$ cat src/rtl/ps2_keyboard_rx_if.sv
// Output bundle of the PS/2 keyboard receiver: filtered make codes, shift state and error strobe.
interface ps2_keyboard_rx_if;
  logic [7:0] scan_code;
  logic       scan_valid;
  logic       shift_held;
  logic       frame_err;

  modport master (output scan_code, output scan_valid, output shift_held, output frame_err);
  modport slave  (input  scan_code, input  scan_valid, input  shift_held, input  frame_err);
endinterface

$ cat src/rtl/ps2_keyboard_rx.sv
// PS/2 keyboard front end: synchronise, deframe 11-bit frames, filter to make codes, track shift.
// Optional macro PS2_TYPEMATIC_FILTER_EN suppresses auto-repeat of the last emitted make code.
module ps2_keyboard_rx #(
  parameter int TIMEOUT_CYCLES = 20000,
  parameter int SYNC_STAGES    = 2
) (
  input  logic               clk,
  input  logic               rst,
  input  logic               ps2_clk,
  input  logic               ps2_data,
  ps2_keyboard_rx_if.master  kb
);
  localparam int TW = $clog2(TIMEOUT_CYCLES);

  typedef enum logic [1:0] {F_IDLE, F_DATA, F_PARITY, F_STOP} frame_state_t;
  typedef enum logic [1:0] {D_NORM, D_EXT, D_BRK, D_EXT_BRK} dec_state_t;

  logic [SYNC_STAGES-1:0] clk_sync_reg, data_sync_reg;
  logic                   clk_prev_reg;
  logic                   clk_s, data_s, fall;

  frame_state_t frame_state_reg;
  logic [2:0]   bit_cnt_reg;
  logic [7:0]   shift_reg;
  logic         parity_reg;
  logic [7:0]   byte_reg;
  logic         byte_strobe_reg;
  logic         frame_err_reg;
  logic [TW-1:0] to_cnt_reg;

  dec_state_t   dec_state_reg;
  logic         lshift_reg, rshift_reg, shift_held_reg;
  logic [7:0]   scan_code_reg;
  logic         scan_valid_reg;
  logic         emit_next;
  logic [7:0]   emit_code_next;
  logic [7:0]   brk_code_next;
`ifdef PS2_TYPEMATIC_FILTER_EN
  logic [7:0]   last_code_reg;
`endif

  always_ff @(posedge clk) begin
    if (rst) begin
      clk_sync_reg  <= '0;
      data_sync_reg <= '0;
      clk_prev_reg  <= 1'b0;
    end else begin
      clk_sync_reg  <= {clk_sync_reg[SYNC_STAGES-2:0], ps2_clk};
      data_sync_reg <= {data_sync_reg[SYNC_STAGES-2:0], ps2_data};
      clk_prev_reg  <= clk_s;
    end
  end

  assign clk_s  = clk_sync_reg[SYNC_STAGES-1];
  assign data_s = data_sync_reg[SYNC_STAGES-1];
  assign fall   = clk_prev_reg & ~clk_s;

  // A falling edge takes priority over a timeout landing in the same cycle.
  always_ff @(posedge clk) begin
    if (rst) begin
      frame_state_reg <= F_IDLE;
      bit_cnt_reg     <= '0;
      shift_reg       <= '0;
      parity_reg      <= 1'b0;
      byte_reg        <= '0;
      byte_strobe_reg <= 1'b0;
      frame_err_reg   <= 1'b0;
      to_cnt_reg      <= '0;
    end else begin
      byte_strobe_reg <= 1'b0;
      frame_err_reg   <= 1'b0;
      if (frame_state_reg == F_IDLE || fall) to_cnt_reg <= '0;
      else                                   to_cnt_reg <= to_cnt_reg + TW'(1);
      if (fall) begin
        case (frame_state_reg)
          F_IDLE: begin
            if (!data_s) begin
              frame_state_reg <= F_DATA;
              bit_cnt_reg     <= '0;
            end
          end
          F_DATA: begin
            shift_reg   <= {data_s, shift_reg[7:1]};
            bit_cnt_reg <= bit_cnt_reg + 3'd1;
            if (bit_cnt_reg == 3'd7) frame_state_reg <= F_PARITY;
          end
          F_PARITY: begin
            parity_reg      <= data_s;
            frame_state_reg <= F_STOP;
          end
          default: begin
            if (data_s && (^{shift_reg, parity_reg})) begin
              byte_reg        <= shift_reg;
              byte_strobe_reg <= 1'b1;
            end else begin
              frame_err_reg   <= 1'b1;
            end
            frame_state_reg <= F_IDLE;
          end
        endcase
      end else if (frame_state_reg != F_IDLE && to_cnt_reg == TW'(TIMEOUT_CYCLES - 1)) begin
        frame_state_reg <= F_IDLE;
        frame_err_reg   <= 1'b1;
      end
    end
  end

  // Which accepted byte would be emitted, and which code a break refers to.
  always_comb begin
    emit_next      = 1'b0;
    emit_code_next = byte_reg;
    brk_code_next  = byte_reg;
    case (dec_state_reg)
      D_NORM: begin
        case (byte_reg)
          8'hE0, 8'hF0, 8'h12, 8'h59, 8'hAA, 8'hFA,
          8'hEE, 8'hFE, 8'h00, 8'hFF: emit_next = 1'b0;
          default:                    emit_next = 1'b1;
        endcase
      end
      D_EXT: begin
        if (byte_reg == 8'h4A) begin
          emit_next      = 1'b1;
          emit_code_next = 8'hE0;
        end else if (byte_reg == 8'h5A) begin
          emit_next      = 1'b1;
        end
      end
      D_EXT_BRK: begin
        if (byte_reg == 8'h4A)      brk_code_next = 8'hE0;
        else if (byte_reg != 8'h5A) brk_code_next = 8'h00;
      end
      default: ;
    endcase
`ifdef PS2_TYPEMATIC_FILTER_EN
    if (emit_code_next == last_code_reg) emit_next = 1'b0;
`endif
  end

  always_ff @(posedge clk) begin
    if (rst) begin
      dec_state_reg  <= D_NORM;
      lshift_reg     <= 1'b0;
      rshift_reg     <= 1'b0;
      shift_held_reg <= 1'b0;
      scan_code_reg  <= '0;
      scan_valid_reg <= 1'b0;
`ifdef PS2_TYPEMATIC_FILTER_EN
      last_code_reg  <= '0;
`endif
    end else begin
      scan_valid_reg <= 1'b0;
      if (byte_strobe_reg) begin
        if (emit_next) begin
          scan_code_reg  <= emit_code_next;
          scan_valid_reg <= 1'b1;
`ifdef PS2_TYPEMATIC_FILTER_EN
          last_code_reg  <= emit_code_next;
`endif
        end
        case (dec_state_reg)
          D_NORM: begin
            case (byte_reg)
              8'hE0: dec_state_reg <= D_EXT;
              8'hF0: dec_state_reg <= D_BRK;
              8'h12: begin lshift_reg <= 1'b1; shift_held_reg <= 1'b1; end
              8'h59: begin rshift_reg <= 1'b1; shift_held_reg <= 1'b1; end
              default: ;
            endcase
          end
          D_EXT: dec_state_reg <= (byte_reg == 8'hF0) ? D_EXT_BRK : D_NORM;
          D_BRK: begin
            if (byte_reg == 8'h12) begin
              lshift_reg     <= 1'b0;
              shift_held_reg <= rshift_reg;
            end else if (byte_reg == 8'h59) begin
              rshift_reg     <= 1'b0;
              shift_held_reg <= lshift_reg;
            end
`ifdef PS2_TYPEMATIC_FILTER_EN
            if (brk_code_next == last_code_reg) last_code_reg <= '0;
`endif
            dec_state_reg <= D_NORM;
          end
          default: begin
`ifdef PS2_TYPEMATIC_FILTER_EN
            if (brk_code_next == last_code_reg) last_code_reg <= '0;
`endif
            dec_state_reg <= D_NORM;
          end
        endcase
      end
    end
  end

  assign kb.scan_code  = scan_code_reg;
  assign kb.scan_valid = scan_valid_reg;
  assign kb.shift_held = shift_held_reg;
  assign kb.frame_err  = frame_err_reg;
endmodule

$ cat src/flat_wrapper.sv
// flat-port wrapper written by rule: the top's interface ports become plain ports
module ps2_keyboard_rx_flat 
#(
  parameter int TIMEOUT_CYCLES = 20000,
  parameter int SYNC_STAGES    = 2
)
  (clk, rst, ps2_clk, ps2_data, kb_scan_code, kb_scan_valid, kb_shift_held, kb_frame_err);
  ps2_keyboard_rx_if kb_i ();
  input  logic clk;
  input  logic rst;
  input  logic ps2_clk;
  input  logic ps2_data;
  output wire logic [$bits(kb_i.scan_code)-1:0] kb_scan_code;
  output wire logic [$bits(kb_i.scan_valid)-1:0] kb_scan_valid;
  output wire logic [$bits(kb_i.shift_held)-1:0] kb_shift_held;
  output wire logic [$bits(kb_i.frame_err)-1:0] kb_frame_err;
  assign kb_scan_code = kb_i.scan_code;
  assign kb_scan_valid = kb_i.scan_valid;
  assign kb_shift_held = kb_i.shift_held;
  assign kb_frame_err = kb_i.frame_err;
  ps2_keyboard_rx #(.TIMEOUT_CYCLES(TIMEOUT_CYCLES), .SYNC_STAGES(SYNC_STAGES)) u_core (.clk(clk), .rst(rst), .ps2_clk(ps2_clk), .ps2_data(ps2_data), .kb(kb_i));
endmodule
$ cat config.mk
export PLATFORM = sky130hd
export DESIGN_NAME = ps2_keyboard_rx_flat
export DESIGN_NICKNAME = d
export VERILOG_FILES = /design/src/rtl/ps2_keyboard_rx_if.sv /design/src/rtl/ps2_keyboard_rx.sv /design/src/flat_wrapper.sv
export SDC_FILE = /design/constraint.sdc
export NUM_CORES = 1
export LEC_CHECK = 0
export BUFFER_PORTS_ARGS = -buffer_cell sky130_fd_sc_hd__buf_4
export CAP_MARGIN = 5
export CORE_UTILIZATION = 40
export DETAILED_ROUTE_END_ITERATION = 6
export GPL_TIMING_DRIVEN = 0
export SYNTH_ARGS = -nofsm -noshare
export SYNTH_HDL_FRONTEND = slang
export SYNTH_SLANG_ARGS = --single-unit
$ cat constraint.sdc
create_clock -name clk -period 2.3 [get_ports clk]
set_clock_uncertainty 0.05 [all_clocks]
set_input_delay 0.23 -clock clk [delete_from_list [all_inputs] [get_ports clk]]
set_output_delay 0.23 -clock clk [all_outputs]
set_load 0.005 [all_outputs]
### After elaboration in Yosys (flattened, before gate mapping)

Index checks and enable logic that the tools add are counted.
Widths: inputs -> output; s select.

* register bits after elaboration: 58
* input bits: 4
* output and inout bits: 11
* word-level logic and storage cells: 112

* add/sub/neg operators: 2
* equal/unequal tests: 28
* muxes and demuxes: 33
* bitwise operators: 5
* reduce and logical (&&, ||, !) cells: 27

Operators by type and width (number)
* $eq 8x8->1 const B: 7
* $eq 8x7->1 const B: 3
* $mux 1: 17
* $mux 8: 2
* $add 15x1->15 const B: 1
* $eq 15x15->1 const B: 1
* $mux 2: 5
* $reduce_or 10->1: 1
* $reduce_and 3->1: 3
* $reduce_xor 9->1: 1
* $eq 8x5->1 const B: 1
* $logic_not 8->1: 1
* $ne 2x1->1 const B: 4
* $pmux 1 s2: 4
* $pmux 2 s2: 2
* $reduce_and 2->1: 4
* $reduce_and 4->1: 2
* $reduce_bool 2->1: 4
* $ne 2x2->1 const B: 3
* $ne 3x3->1 const B: 2
* $pmux 2 s3: 1
* $pmux 3 s2: 1
* $reduce_or 2->1: 3
* $reduce_and 5->1: 1
* 14 further kinds: 21

### Depth between registers and ports, before layout

Gate-level depths: netlist of the first run.

* depth in word-level cells: 5
* gate-level depth with buffers: 9
* gate-level depth less buffers: 8

### Worst setup path after synthesis of the first run

OpenSTA, ideal clock, no wires.

* kind: register -> register
* start: reg u_core.byte_reg[6]
* end: reg u_core.scan_code_reg[5] (netlist: u_core.kb.scan_code[5])
* library setup time: 122 ps
* arrival time: 1973 ps
* required time: 2128 ps
* setup slack: 155 ps
* cell stages (with the launch flop): 8
* buffers on the path: 2
* period minus slack after synthesis: 2145 ps
* cells stage by stage: dfxtp_1 > buf_4 > or4b_4 > nor4_2 > nand4_2 > and2_1 > buf_6 > o311a_1

* word-level cells in the longest chain between the ends: 5
* elaborated cells between the ends (all ways): 20
* those cells by class: eq/ne (11); mux (6); reduce/logical (3)

RTL lines
* from (decl): RTL line ps2_keyboard_rx.sv:26 `logic [7:0] byte_reg;`
* from (signal assigned): RTL line ps2_keyboard_rx.sv:93 `byte_reg <= shift_reg;`
* $eq 8x8->1, or another cell as far along: RTL line ps2_keyboard_rx.sv:115 `case (byte_reg)`
* $reduce_or 10->1 or $mux 1 (tied branches): RTL line ps2_keyboard_rx.sv:115, ps2_keyboard_rx.sv:125
* $mux 1 (on tied branches): RTL line ps2_keyboard_rx.sv:115, ps2_keyboard_rx.sv:122
* $pmux 1 s2: RTL line ps2_keyboard_rx.sv:113 `case (dec_state_reg)`
* $reduce_and 2->1 (no source line)
* to (signal assigned): RTL line ps2_keyboard_rx.sv:155 `scan_code_reg <= emit_code_next;`
* to (decl): RTL line ps2_keyboard_rx.sv:33 `logic [7:0] scan_code_reg;`

Several ways; a longest one is shown, not always the timed one.
A chain may end at the register's enable or synchronous reset.

### Final worst setup path of the first run

* start: reg u_core.byte_reg[6]
* end: reg u_core.scan_code_reg[7] (netlist: u_core.kb.scan_code[7])

The elaborated chain is that of the path after synthesis.

==> results of run 1 <==
==> what timing repair did <==
action | in CTS | in global routing
buffers inserted | 1 | 1
pin swaps | 1 | 1
resized for setup | 1 | 4
setup endpoints to repair | 4 | 19
==> cell usage in the layout (no fill, tap or decap), types with 3 or more instances in the layout <==
cell type	count
clkinv_2	3
nor3_1	3
clkbuf_8	10
nand3_1	19
o21ai_0	3
nand2b_1	5
inv_1	8
a31o_1	3
and3_1	3
ha_1	7
xnor2_1	8
o21ai_1	5
mux2i_1	9
clkbuf_1	13
nand4_1	8
nand2_1	24
nor2b_1	6
xor2_1	11
a21oi_1	20
or4_1	3
buf_4	17
dfxtp_1	57
nor2_1	40
==> per-layer routing <==
metal	part of all wire, %	wire length [um]	vias up
met1	50	2690	992
met5	0	0	-
li1	-	-	1084
met3	3.1	168	7
met2	46	2480	26
met4	1.1	62	0
==> kinds of logic (layout without fill, tap and decap cells) <==
| group | after synthesis | count (layout) |
|---|---|---|
| compound gates | 44 | 44 |
| xor+xnor | 20 | 20 |
| fa+ha+maj | 8 | 8 |
| buf+inv | 24 | 55 |
| flops | 58 | 58 |
| mux | 9 | 9 |
| simple gates | 132 | 132 |
==> worst register-to-register path, cell delays in order, from the launching register on <==
cell and delay (ns):
dfxtp_1 0.30, buf_4 0.16, or4b_1 0.61, a21oi_1 0.22
nor4_2 0.07, o31ai_2 0.19, and2_1 0.24, buf_6 0.13
o311a_1 0.16
==> area by class of cell <==
class                      instances  area share [%]
tap                               77            3.20
buffer                            14            2.12
inverter                           9            1.12
multi-input combinational        213            45.4
clock inverter                     3           0.499
clock buffer                      13            4.95
sequential                        58            38.7
timing repair buffer              16            4.00
==> power groups by stage <==
| stage | Combinational, mW | Sequential (mW) | Clock [mW] |
|---|---|---|---|
| 2_1_floorplan | 0.0289 | 1.03 | 0 |
| 3_3_place_gp | 0.0442 | 1.03 | 0 |
| 3_5_place_dp | 0.0446 | 1.03 | 0 |
| 4_1_cts | 0.0447 | 1.01 | 0.825 |
| 5_1_grt | 0.0497 | 1.01 | 0.881 |
| 6_report | 0.0443 | 1.01 | 0.798 |
==> metrics by stage <==
stage	TNS [ns]	setup WS (ns)
after floorplan	0	0.155
after global placement	-0.121	-0.0607
after detailed placement	-0.169	-0.0747
after CTS	0	0.0252
after global routing	0	0.0198
final	0	0.129
==> path summary, 6_finish.rpt <==
check | from | to | depth (start not counted)
hold / removal | ps2_clk | u_core.clk_sync_reg[0] | 2
setup / recovery | u_core.byte_reg[6] | u_core.kb.scan_code[7] | 8
setup reg to reg | u_core.byte_reg[6] | u_core.kb.scan_code[7] | 8
hold reg to reg | u_core.clk_sync_reg[0] | u_core.clk_sync_reg[1] | 1
==> results.cfg, run 1 <==
[synthesis]
synthTopCellsByArea = dfxtp_1 (45%), nor2_1 (5.8%), a21oi_1 (3.9%)
async_flop_share_pct = 0
yosysTopAreaCell = dfxtp_1
synth_edf_count = 0
yosys.area.top_type_share_pct = 44.7
synth.cell_area_um2 = 2600
synth_nets = 306
synth_compound_gate_area_share_pct = 10.6
avgSynthCellArea_um2 = 8.81
ys_ff_latch = 58
synth-xor-area-share_pct = 7.27
synth_top_family_by_area = simple AND/OR/NAND/NOR gates
ys_seq_area_share_pct = 44.7
synth_cell_type_count = 47
synth_fa_ha_area_share_pct = 3.76
synth_common_cells = dfxtp_1 (58), nor2_1 (40), nand2_1 (24), a21oi_1 (20), nand3_1 (19)
synthSimpleGateAreaFrac_pct = 26.3
syn_inst = 295
ys_warn_count = 0
synthMuxAreaShare_pct = 3.47
synth.most_common_cell = dfxtp_1
synth_ff_type = dfxtp_1

[floorplan]
die_w_um = 82.6
die_area_um2 = 6820
die-height_um = 82.6
ios = 15
rows = 29
core_um2 = 6310
start_util_pct = 41.2

[power]
p_sw_mw = 0.415
power.share.clock_pct = 43.0
seqPwrFrac_pct = 54.6
irDropWorstVdd_uv = 297
power_density_nw_per_um2 = 616
p_comb_share_pct = 2.4
p_int_mw = 1.44
power_mw = 1.85
switching_share_pct = 22.4
power.leakage_nw = 1.10

[global_routing]
use_met3_pct = 5.38
grt_pass1_vias = 1890
antenna_found_initial = 0
grt.busiest_layer = met2
grtUsageTotal_pct = 17.8
grt_max_degree = 11
grtUsageMet1_pct = 22.7
grtUsageMet2_pct = 27.1
grt-ovfl-total = 0
grt_pass1_wl_um = 8980

[detailed_routing]
wl_um = 5400
drt_first_pass_iters = 4
ant_nets = 0
wl_per_cell_um = 13.4
routed_via_density = 5.23
dr_total_vias = 2109
route.detailed.drc = 0
first_iter_violations = 68

[critical_path]
crit_type = reg2reg
cp.arrival_ns = 2.40
path_cells = buf_4 -> or4b_1 -> a21oi_1 -> nor4_2 -> o31ai_2 -> and2_1 -> buf_6 -> o311a_1
critPathSlowestCell = or4b_1
crit_required_ns = 2.53
start_kind = register
ff2ff_setup_slack_ns = 0.13
end_kind = register
slowest_delay_ns = 0.60
crit_fanout = 10
critPathTopFamily = simple AND/OR/NAND/NOR gates
crit_buf_inv = 2

[timing]
period_share_pct = 94.4
hold_viol = 0
relSlewSlack_pct = 53.3
drv_slew = 0
holdWs_ns = 0.0623
finalSetupViolations = 0
rsz0062_at_grt = false
worst_pin_slew_ns = 0.696
fmax_ghz = 0.461
min_period_ns = 2.17

[job]
maxCapViolCount = 0

[final_layout]
largest_register_ffs = 15
drive_gt1_share_pct = 12.0
seq_area_um2 = 1160
fillers = 631
fin_cells = 403
postLayoutCellArea_um2 = 3010
syn2layout_area_growth_pct = 15.7
multiInputGateArea_um2 = 1370
nNetsFinal = 332
antenna_cells = 0
finish.utilization_pct = 47.6

[placed_design]
dp_hpwl_um = 3720
place_inst = 386
gp_congestion = 0.779
numPortBuffers = 14
place_area_um2 = 2800

[clock_network]
insertion_delay_ns = 0.33
clockRootBuffer = clkbuf_8
cts-htree-levels = 3
cts_buffers = 9
path_clk_slew_ns = 0.06
cts_tree = yes
cts_buffer_depth = 2
cts-hold-fix-buffers = 0
numClockSinks = 58

[outcome]
status = complete, no violations

[worst_hold_path]
hp-class = in2reg
(Power assumes the default switching activity.)
==> run 2: changes to the inputs <==
- CORE_UTILIZATION: 40 -> 54
- PLACE_DENSITY: not set -> 0.75
==> run 2 against run 1 <==
Compared with the run above:
- the flow now finishes with violations (design-rule violations)
- worst hold slack worse by 0.0055 ns
- fmax shrank 1.8%
- utilization is 19 points higher
- via count rose by 0.57%
- largest cell class unchanged
==> results.cfg, run 2 (same netlist as run 1, synthesis figures left out) <==
[outcome]
status = finished, violations left
violations = design-rule violations

[clock_network]
numClockSinks = 58
cts_tree = yes
cts_buffer_depth = 2
cts-hold-fix-buffers = 0
clockRootBuffer = clkbuf_8
insertion_delay_ns = 0.34
cts-htree-levels = 3
path_clk_slew_ns = 0.07
cts_buffers = 9

[critical_path]
cp.arrival_ns = 2.40
end_kind = register
start_kind = register
crit_type = reg2reg
crit_fanout = 8
crit_required_ns = 2.48

[power]
irDropWorstVdd_uv = 510
seqPwrFrac_pct = 51.2
power.share.clock_pct = 46.6
power.leakage_nw = 1.11
p_int_mw = 1.54
power_density_nw_per_um2 = 660
p_sw_mw = 0.435
switching_share_pct = 22.0
p_comb_share_pct = 2.2

[timing]
relSlewSlack_pct = 53.5
drv_slew = 0
setup_tns_ns = 0
min_period_ns = 2.21
fmax_ghz = 0.452
period_share_pct = 96.2
hold_viol = 0
worst_pin_slew_ns = 0.693
finalSetupViolations = 0

[worst_hold_path]
hp-class = in2reg

[detailed_routing]
routed_via_density = 5.63
route.detailed.drc = 1
drt_first_pass_iters = 6
wl_um = 5110
wl_per_cell_um = 13.5
first_iter_violations = 148
dr_total_vias = 2121
ant_nets = 0

[placed_design]
place_inst = 361
place_area_um2 = 2770
gp_congestion = 0.846
numPortBuffers = 14
dp_hpwl_um = 3470

[global_routing]
antenna_found_initial = 0
grtUsageTotal_pct = 21.8
grt_max_degree = 11
grt_pass1_wl_um = 8600
grt-ovfl-total = 0
grt_pass1_vias = 1859

[final_layout]
largest_register_ffs = 15
syn2layout_area_growth_pct = 15.3
postLayoutCellArea_um2 = 3000
fin_cells = 377
nNetsFinal = 332
drive_gt1_share_pct = 12.6
finish.utilization_pct = 66.9
antenna_cells = 0
final_common_cell = dfxtp_1
mostFrequentLayoutCells = dfxtp_1 (57), nor2_1 (40), nand2_1 (24), a21oi_1 (20), nand3_1 (19)

[floorplan]
die_area_um2 = 5090
core_um2 = 4470
ios = 15
rows = 24
die-height_um = 71.4
start_util_pct = 58.1
die_w_um = 71.4

[job]
maxCapViolCount = 0
## run 2: cell count changes in the layout (fill, tap and decap cells not counted), sizes merged
cell      previous run  this run
clkbuf              23        20
clkinvlp             0         2
bufinv               0         1
clkinv               3         2
## run 2: cell type report
| class | instances | area [um^2] |
|---|---|---|
| well taps | 52 | 65.1 |
| inverters | 9 | 33.8 |
| repair buffers | 16 | 120 |
| clock inverters | 5 | 55.1 |
| flip-flops and latches | 58 | 1160 |
| clock buffers | 10 | 138 |
| plain buffers | 14 | 63.8 |
| fillers | 379 | 1480 |
| multi-input cells | 213 | 1360 |
## run 2: power by group through the flow
| stage | clock (mW) | combinational (mW) | sequential [mW] |
|---|---|---|---|
| final | 0.921 | 0.0439 | 1.01 |
| after global routing | 0.995 | 0.0484 | 1.01 |
| after CTS | 0.942 | 0.0438 | 1.01 |
| after detailed placement | 0 | 0.0437 | 1.03 |
| after global placement | 0 | 0.0430 | 1.03 |
| after floorplan | 0 | 0.0289 | 1.03 |
## run 2: metrics by stage
step / setup WS (ns) / hold WS [ns] / power (mW)
after global placement: -0.0447 / 0.367 / 1.08
after floorplan: 0.155 / 0.308 / 1.06
after CTS: 0.0210 / 0.0463 / 2.00
after detailed placement: -0.0356 / 0.377 / 1.08
final: 0.0883 / 0.0568 / 1.98
after global routing: -0.00786 / 0.0555 / 2.05
## run 2: critical path: stages (launching register included)
cell	delay (ns)
dfxtp_1	0.39
or4b_4	0.59
nor4_2	0.27
nand4_2	0.16
and2_1	0.20
buf_6	0.13
o311a_1	0.31
## run 2: path summary, 6_finish.rpt
kind / start / to / slack (ns) / depth (start not counted)
setup / recovery: u_core.byte_reg[2] / u_core.kb.scan_code[7] / 0.09 / 6
hold / removal: ps2_data / u_core.data_sync_reg[0] / 0.06 / 2
hold reg to reg: u_core.data_sync_reg[0] / u_core.data_sync_reg[1] / 0.39 / 1
setup reg to reg: u_core.byte_reg[2] / u_core.kb.scan_code[7] / 0.09 / 6
## run 2: timing repair
item	in CTS	in global routing
endpoints found under the setup margin	2	19
hold endpoints to repair	0	0
setup buffers	1	1
cloned	0	0
pin swaps	1	1
gates resized for setup	0	4
## run 2: per-layer routing
layer | GRT usage, % | wire length [um] | up-vias
met5 | 0 | 0 | -
met4 | 6.67 | 59 | 0
met1 | 29.0 | 2550 | 986
li1 | - | - | 1084
met2 | 33.2 | 2220 | 41
met3 | 8.02 | 278 | 10
==> run 3: changes to the inputs <==
- CORE_UTILIZATION: 54 -> 53
- CTS_CLUSTER_DIAMETER: not set -> 150
- PLACE_DENSITY: 0.75 -> 0.71
- clock period: 2.3 -> 2.6 ns (I/O delays scaled with it)
==> run 3 against run 2 <==
Compared with the run above:
- the flow now finishes without violations
- register-to-register slack better by 0.10 ns
- power is 6.5% lower
- worst hold slack better by 0.034 ns
- routed wire length is 3.5% lower
- via count stayed put
==> results.cfg, run 3 (same netlist as run 1, synthesis figures left out) <==
[clock_network]
cts_tree = yes
cts_buffer_depth = 2
ctsResizeCount = 0
numClockSinks = 58
insertion_delay_ns = 0.34
path_clk_slew_ns = 0.07
cts_buffers = 9
cts-hold-fix-buffers = 0
cts_setup_buffers = 0
clockRootBuffer = clkbuf_8
cts-htree-levels = 3

[critical_path]
slowest_delay_ns = 0.58
end_kind = register
path_cells = or4b_4 -> nor4_2 -> nand4_2 -> and2_1 -> buf_6 -> o311a_1
cp.arrival_ns = 2.58
crit_fanout = 9
crit_buf_inv = 1
crit_type = reg2reg
critPathSlowestCell = or4b_4
start_kind = register
critPathTopFamily = simple AND/OR/NAND/NOR gates
crit_required_ns = 2.78

[timing]
relSlewSlack_pct = 52.5
finalSetupViolations = 0
fmax_ghz = 0.415
worst_pin_slew_ns = 0.708
min_period_ns = 2.41
setup_tns_ns = 0
drv_slew = 0
rsz0062_at_grt = false
setup_ws_ns = 0.193
period_share_pct = 92.6
hold_viol = 0

[global_routing]
antenna_found_initial = 0
grt_pass1_wl_um = 8530
grtUsageTotal_pct = 21.2
grt_max_degree = 11
grt-ovfl-total = 0
grt_pass1_vias = 1852

[final_layout]
antenna_cells = 0
drive_gt1_share_pct = 11.1
syn2layout_area_growth_pct = 15.6
fin_cells = 391
postLayoutCellArea_um2 = 3000
mostFrequentLayoutCells = dfxtp_1 (58), nor2_1 (40), nand2_1 (24), a21oi_1 (20), nand3_1 (19)
final_common_cell = dfxtp_1
largest_register_ffs = 15
nNetsFinal = 331

[detailed_routing]
wl_um = 4930
drt_first_pass_iters = 4
first_iter_violations = 120
ant_nets = 0
routed_via_density = 5.42
route.detailed.drc = 0
wl_per_cell_um = 12.6
dr_total_vias = 2121

[floorplan]
core_um2 = 4720
ios = 15
die_w_um = 72.0
die_area_um2 = 5190
start_util_pct = 55.0
die-height_um = 72.0
rows = 25

[placed_design]
place_ws_ns = 0.245
dp_hpwl_um = 3400
place_area_um2 = 2790
numPortBuffers = 14
place_inst = 376
gp_congestion = 0.802

[power]
power_density_nw_per_um2 = 615
power.leakage_nw = 1.14
power_mw = 1.85
irDropWorstVdd_uv = 378

[job]
maxCapViolCount = 0

[worst_hold_path]
hp-class = in2reg

[outcome]
status = complete, no violations
[run 3: path summary, 6_finish.rpt]
path                               start                 endpoint  slack (ns)  depth (start not counted)
setup reg to reg      u_core.byte_reg[2]   u_core.kb.scan_code[7]        0.19                          6
hold reg to reg   u_core.clk_sync_reg[0]   u_core.clk_sync_reg[1]        0.39                          1
setup / recovery      u_core.byte_reg[2]   u_core.kb.scan_code[7]        0.19                          6
hold / removal                  ps2_data  u_core.data_sync_reg[0]        0.09                          2
[run 3: final cells by class]
| cell class | count | area, um^2 |
|---|---|---|
| Fill cell | 402 | 1720 |
| Multi-Input combinational cell | 213 | 1340 |
| Sequential cell | 58 | 1160 |
| Clock buffer | 10 | 138 |
| Timing Repair Buffer | 14 | 105 |
| Tap cell | 67 | 83.8 |
| Clock inverter | 5 | 78.8 |
| Buffer | 15 | 67.6 |
| Inverter | 9 | 33.8 |
[run 3: power breakdown]
| group | total [mW] | internal, mW | switching (mW) |
|---|---|---|---|
| Sequential | 0.894 | 0.893 | 0.00192 |
| Clock | 0.914 | 0.558 | 0.356 |
| Combinational | 0.0385 | 0.0117 | 0.0268 |
[run 3: stage by stage]
stage | hold slack, ns | utilization [%]
floorplan | 0.338 | -
global placement | 0.367 | 59.0
detailed placement | 0.381 | 59.0
CTS | 0.0890 | 63.6
global route | 0.0975 | 63.6
finish | 0.0909 | 63.6
[run 3: metal layers]
layer | share of wire [%] | vias to the layer above | global-route usage [%]
li1 | - | 1087 | -
met1 | 52 | 997 | 29.6
met2 | 43 | 29 | 30.9
met3 | 2.8 | 8 | 4.17
met4 | 1.9 | 0 | 11.1
met5 | 0 | - | 0
